<file path="config.mk">
export PLATFORM = sky130hd
export DESIGN_NAME = sync_debounce_edge
export DESIGN_NICKNAME = d
export VERILOG_FILES = /design/src/rtl/sync_debounce_edge.sv
export SDC_FILE = /design/constraint.sdc
export NUM_CORES = 1
export LEC_CHECK = 0
export ABC_AREA = 1
export ABC_CLOCK_PERIOD_IN_PS = 1400
export BUFFER_PORTS_ARGS = -buffer_cell sky130_fd_sc_hd__buf_2
export CAP_MARGIN = 10
export CORE_ASPECT_RATIO = 1.4
export CORE_MARGIN = 2
export CORE_UTILIZATION = 36
export DETAILED_ROUTE_END_ITERATION = 10
export PLACE_DENSITY = 0.54
export SLEW_MARGIN = 20
export SYNTH_ARGS = -nofsm -noshare
export SYNTH_HDL_FRONTEND = slang
export SYNTH_SLANG_ARGS = --single-unit
</file>
<file path="constraint.sdc">
create_clock -name clk -period 1.4 [get_ports clk]
set_input_delay 0.07 -clock clk [delete_from_list [all_inputs] [get_ports clk]]
set_output_delay 0.07 -clock clk [all_outputs]
set_load 0.02 [all_outputs]
</file>
<file path="src/rtl/sync_debounce_edge.sv">
// Synchronizes a raw, possibly late or glitchy input into clk, debounces it, and
// emits a clean level, one-cycle rise/fall pulses and saturating event counters.
module sync_debounce_edge #(
  parameter int SYNC_STAGES     = 2,
  parameter int DEBOUNCE_CYCLES = 4,
  parameter int CNT_W           = 8
) (
  input  logic             clk,
  input  logic             rst_n,
  input  logic             d_async,
  input  logic             en,
  input  logic             clr,
  output logic             level,
  output logic             rise,
  output logic             fall,
  output logic [CNT_W-1:0] edge_count,
  output logic [CNT_W-1:0] glitch_count
);

  if (SYNC_STAGES < 2) begin : g_bad_sync
    $error("sync_debounce_edge: SYNC_STAGES must be >= 2");
  end
  if (DEBOUNCE_CYCLES < 1) begin : g_bad_db
    $error("sync_debounce_edge: DEBOUNCE_CYCLES must be >= 1");
  end
  if (CNT_W < 1) begin : g_bad_cnt
    $error("sync_debounce_edge: CNT_W must be >= 1");
  end

  localparam int               CW       = $clog2(DEBOUNCE_CYCLES + 1);
  localparam logic [CW-1:0]    CNT_ONE  = CW'(1);
  localparam logic [CW-1:0]    CNT_LAST = CW'(DEBOUNCE_CYCLES - 1);
  localparam logic [CNT_W-1:0] CNT_SAT  = '1;

  typedef enum logic {STABLE, CANDIDATE} state_e;

  logic [SYNC_STAGES-1:0] sync_q;
  logic                   synced;
  state_e                 state_q, state_d;
  logic [CW-1:0]          cnt_q, cnt_d;
  logic                   level_q, level_d;
  logic                   rise_q, rise_d;
  logic                   fall_q, fall_d;
  logic [CNT_W-1:0]       edge_q, edge_d;
  logic [CNT_W-1:0]       glitch_q, glitch_d;
  logic                   accept, glitch;

  assign synced = sync_q[SYNC_STAGES-1];

  always_comb begin
    state_d  = state_q;
    cnt_d    = cnt_q;
    level_d  = level_q;
    rise_d   = 1'b0;
    fall_d   = 1'b0;
    edge_d   = edge_q;
    glitch_d = glitch_q;
    accept   = 1'b0;
    glitch   = 1'b0;

    if (!en) begin
      // Aborted candidates are dropped silently, not counted as glitches.
      state_d = STABLE;
      cnt_d   = '0;
    end else begin
      unique case (state_q)
        STABLE: begin
          if (synced != level_q) begin
            if (DEBOUNCE_CYCLES == 1) begin
              accept = 1'b1;
            end else begin
              state_d = CANDIDATE;
              cnt_d   = CNT_ONE;
            end
          end
        end
        CANDIDATE: begin
          if (synced == level_q) begin
            glitch  = 1'b1;
            state_d = STABLE;
            cnt_d   = '0;
          end else if (cnt_q == CNT_LAST) begin
            accept = 1'b1;
          end else begin
            cnt_d = cnt_q + CNT_ONE;
          end
        end
        default: begin
          state_d = STABLE;
          cnt_d   = '0;
        end
      endcase
    end

    if (accept) begin
      level_d = synced;
      rise_d  = synced;
      fall_d  = ~synced;
      state_d = STABLE;
      cnt_d   = '0;
    end

    // clr has priority over a same-cycle increment.
    if (clr) begin
      edge_d   = '0;
      glitch_d = '0;
    end else begin
      if (accept && edge_q != CNT_SAT)   edge_d   = edge_q + CNT_W'(1);
      if (glitch && glitch_q != CNT_SAT) glitch_d = glitch_q + CNT_W'(1);
    end
  end

  always_ff @(posedge clk or negedge rst_n) begin
    if (!rst_n) begin
      sync_q   <= '0;
      state_q  <= STABLE;
      cnt_q    <= '0;
      level_q  <= 1'b0;
      rise_q   <= 1'b0;
      fall_q   <= 1'b0;
      edge_q   <= '0;
      glitch_q <= '0;
    end else begin
      sync_q   <= {sync_q[SYNC_STAGES-2:0], d_async};
      state_q  <= state_d;
      cnt_q    <= cnt_d;
      level_q  <= level_d;
      rise_q   <= rise_d;
      fall_q   <= fall_d;
      edge_q   <= edge_d;
      glitch_q <= glitch_d;
    end
  end

  assign level        = level_q;
  assign rise         = rise_q;
  assign fall         = fall_q;
  assign edge_count   = edge_q;
  assign glitch_count = glitch_q;

endmodule

</file>
==> run summary <==
outcome -> finished, violations left
failing checks -> setup timing
commonest non-fill, non-tap cell in the layout -> nand2_1
Global Route Usage Sum -> 16.3%
Netlist Area Pre-Place -> 0.00144 sq mm
Yosys Warn Count -> 0
Post-Synth Adder-Cell Area -> 3.49%
CTS Sinks -> 25
Synth Instances -> 180
RSZ-0062 raised after global routing -> true
initial antenna violation count -> 0
Finish-stage setup viols -> 8
final worst path period share -> 104%
wire length per cell -> 12.5 um
DR DRC count -> 0
worst hold path type -> input pin to flip-flop
most frequent cells in the layout -> nand2_1, buf_2, dfrtp_1
register bit count reported by yosys -> 25
Die X -> 57.4 um
synthesized area per cell -> 7.97 sq um
sequential share of the synthesized area -> 43.6%
CP Max Fanout -> 4
Worst slew margin -> 60.8%
post-synthesis compound-gate area fraction -> 1.57%
largest net degree at the start of global routing -> 26
hold path cells -> 3
crit path capture type -> flip-flop
skew final -> 7.25 ps
min Tclk post-route -> 1450 ps
switch share -> 25.1%
CTS Buf Count -> 3
die area -> 0.00451 sq mm
Via Count -> 1,273
Post-DP HPWL -> 2330 um
internal power -> 0.963 mW
setup ws final -> -52.0 ps
final hold vios -> 0
num ports -> 24
Iter 0 DRT Violations -> 54
H-tree depth -> 1
Final Wtd Congestion -> 0.810
post-synthesis mux area share -> 0%
layout cell share with drive strength beyond 1 -> 29.5%
Synth Area in XOR/XNOR -> 2.44%
Pwr Density -> 708 mW/mm^2
clk slew on worst S/H paths -> 100 ps
actual slew at the worst max-slew pin -> 588 ps
post-synthesis simple-gate area fraction -> 42.9%
WL final -> 3280 um
startpoint types -> flip-flop
total gr overflow -> 0
NetSw -> 0.323 mW
FF-to-FF path depth -> 9
antenna cell count -> 0
distinct cell type count after synthesis -> 23
Port Buffer Count -> 23
worst path required time -> 1620 ps
core area -> 0.00388 sq mm
Post-Syn Nets -> 189
Max VDD drop -> 0.000408 V
Max Cap Viol -> 0
max frequency -> 0.689 GHz
# rows -> 27
first-pass GRT wire length -> 5730 um
final instance area -> 0.00182 sq mm
combinational share of power -> 7.2%
drt via density -> 4.84
final slew viol count -> 0
DP Area -> 0.00166 sq mm
P_leak -> 0.978 nW
Die Y -> 78.7 um
Clock Path Buffers -> 2
crit path kind -> flip-flop to flip-flop
Worst EP arrival -> 1670 ps
First-pass DRT Iterations -> 4
Clk pwr share -> 35.3%
Final #Nets -> 230
worst hold margin -> 128 ps
Root Buffer -> clkbuf_8
main combinational cell family by area after synthesis -> simple AND/OR/NAND/NOR gates
worst slack, placed -> -60.2 ps
Reg power frac -> 57.5%
vias in the first global route -> 1,279
starting density of the core -> 36.9%
Syn-to-layout area delta -> 26.7%
post-route ant nets -> 0
CTS tree -> yes
clk_lat worst skew -> 280 ps
-- registers in the layout, summed over array words and instances (netlist names) --
register,flops
edge_count,8
cnt_q,3
level,1
glitch_count,8
fall,1
state_q,1
sync_q,2
rise,1
-- power groups by stage --
stage	Sequential, mW	Combinational (mW)	Clock [mW]
floorplan	0.754	0.0438	0
global placement	0.752	0.0869	0
detailed placement	0.752	0.0886	0
CTS	0.739	0.0926	0.466
global route	0.741	0.105	0.507
finish	0.739	0.0932	0.454
-- layer usage --
metal	part of all wire (%)	global-route usage, %	up-vias	wire length, um
met1	40	18.4	603	1300
li1	-	-	646	-
met2	56	30.0	20	1830
met5	0	0	-	0
met4	1.8	6.98	0	59
met3	2.7	1.95	4	89
-- timing repair --
action / 4_1_cts / 5_1_grt
cloned: 1 / 0
endpoints found under the setup margin: 9 / 19
hold buffers: 2 / 0
setup buffers: 1 / 2
gates resized for setup: 5 / 6
endpoints found under the hold margin: 26 / 0
pin swaps: 11 / 13
-- Yosys cell counts --
master | instances | area (sq um)
a21oi_1 | 1 | 5.00
nor3_1 | 3 | 15.0
o21ai_1 | 1 | 5.00
inv_2 | 2 | 7.51
nand3_2 | 1 | 10.0
nor2_8 | 2 | 40.0
a22oi_1 | 1 | 7.51
ha_1 | 4 | 50.1
nand3b_4 | 1 | 20.0
xnor2_1 | 1 | 8.76
nand3_1 | 17 | 85.1
nand2_1 | 61 | 229
buf_4 | 1 | 7.51
nand2_4 | 3 | 33.8
inv_1 | 19 | 71.3
nand4_1 | 5 | 31.3
xor2_1 | 3 | 26.3
dfrtp_1 | 25 | 626
o21ai_0 | 1 | 5.00
nand2_2 | 2 | 12.5
nor2_1 | 20 | 75.1
nand3b_1 | 1 | 7.51
nor2_4 | 5 | 56.3
-- area by class of cell --
cell class	instances	area [sq um]
Tap cell	43	53.8
Clock buffer	3	41.3
Fill cell	389	2070
Timing Repair Buffer	36	230
Multi-Input combinational cell	134	777
Sequential cell	25	629
Clock inverter	1	7.51
Inverter	21	78.8
-- critical path, stage by stage (launching register included) --
cell	delay [ps]
dfrtp_1	380
ha_2	200
ha_4	130
nand2_4	50
nor2_4	110
nand2_4	90
buf_12	130
nor2_4	120
nand3_1	90
nand2_1	80
-- logic make-up (layout without fill, tap and decap cells) --
family	Yosys count	after routing
compound gates	4	4
xor+xnor	4	4
fa+ha+maj	4	4
buf+inv	22	61
flops	25	25
simple gates	121	122
-- per-stage QoR --
step,cells,utilization [%],TNS (ps),power (mW)
2_1_floorplan,180,-,0,0.798
3_3_place_gp,253,42.7,-128,0.839
3_5_place_dp,253,42.7,-323,0.841
4_1_cts,261,45.6,-252,1.30
5_1_grt,263,46.8,-1200,1.35
6_report,263,46.8,-331,1.29
-- worst paths after layout --
check / start / endpoint / slack [ps]
max in group asynchronous: rst_n / glitch_count[1] / 660
max reg2reg: cnt_q[0] / edge_count[3] / -50
min reg2reg: sync_q[0] / sync_q[1] / 360
max: cnt_q[0] / edge_count[3] / -50
min in group asynchronous: rst_n / edge_count[2] / 320
min: en / cnt_q[0] / 130
Power figures use the tool's default switching activity.
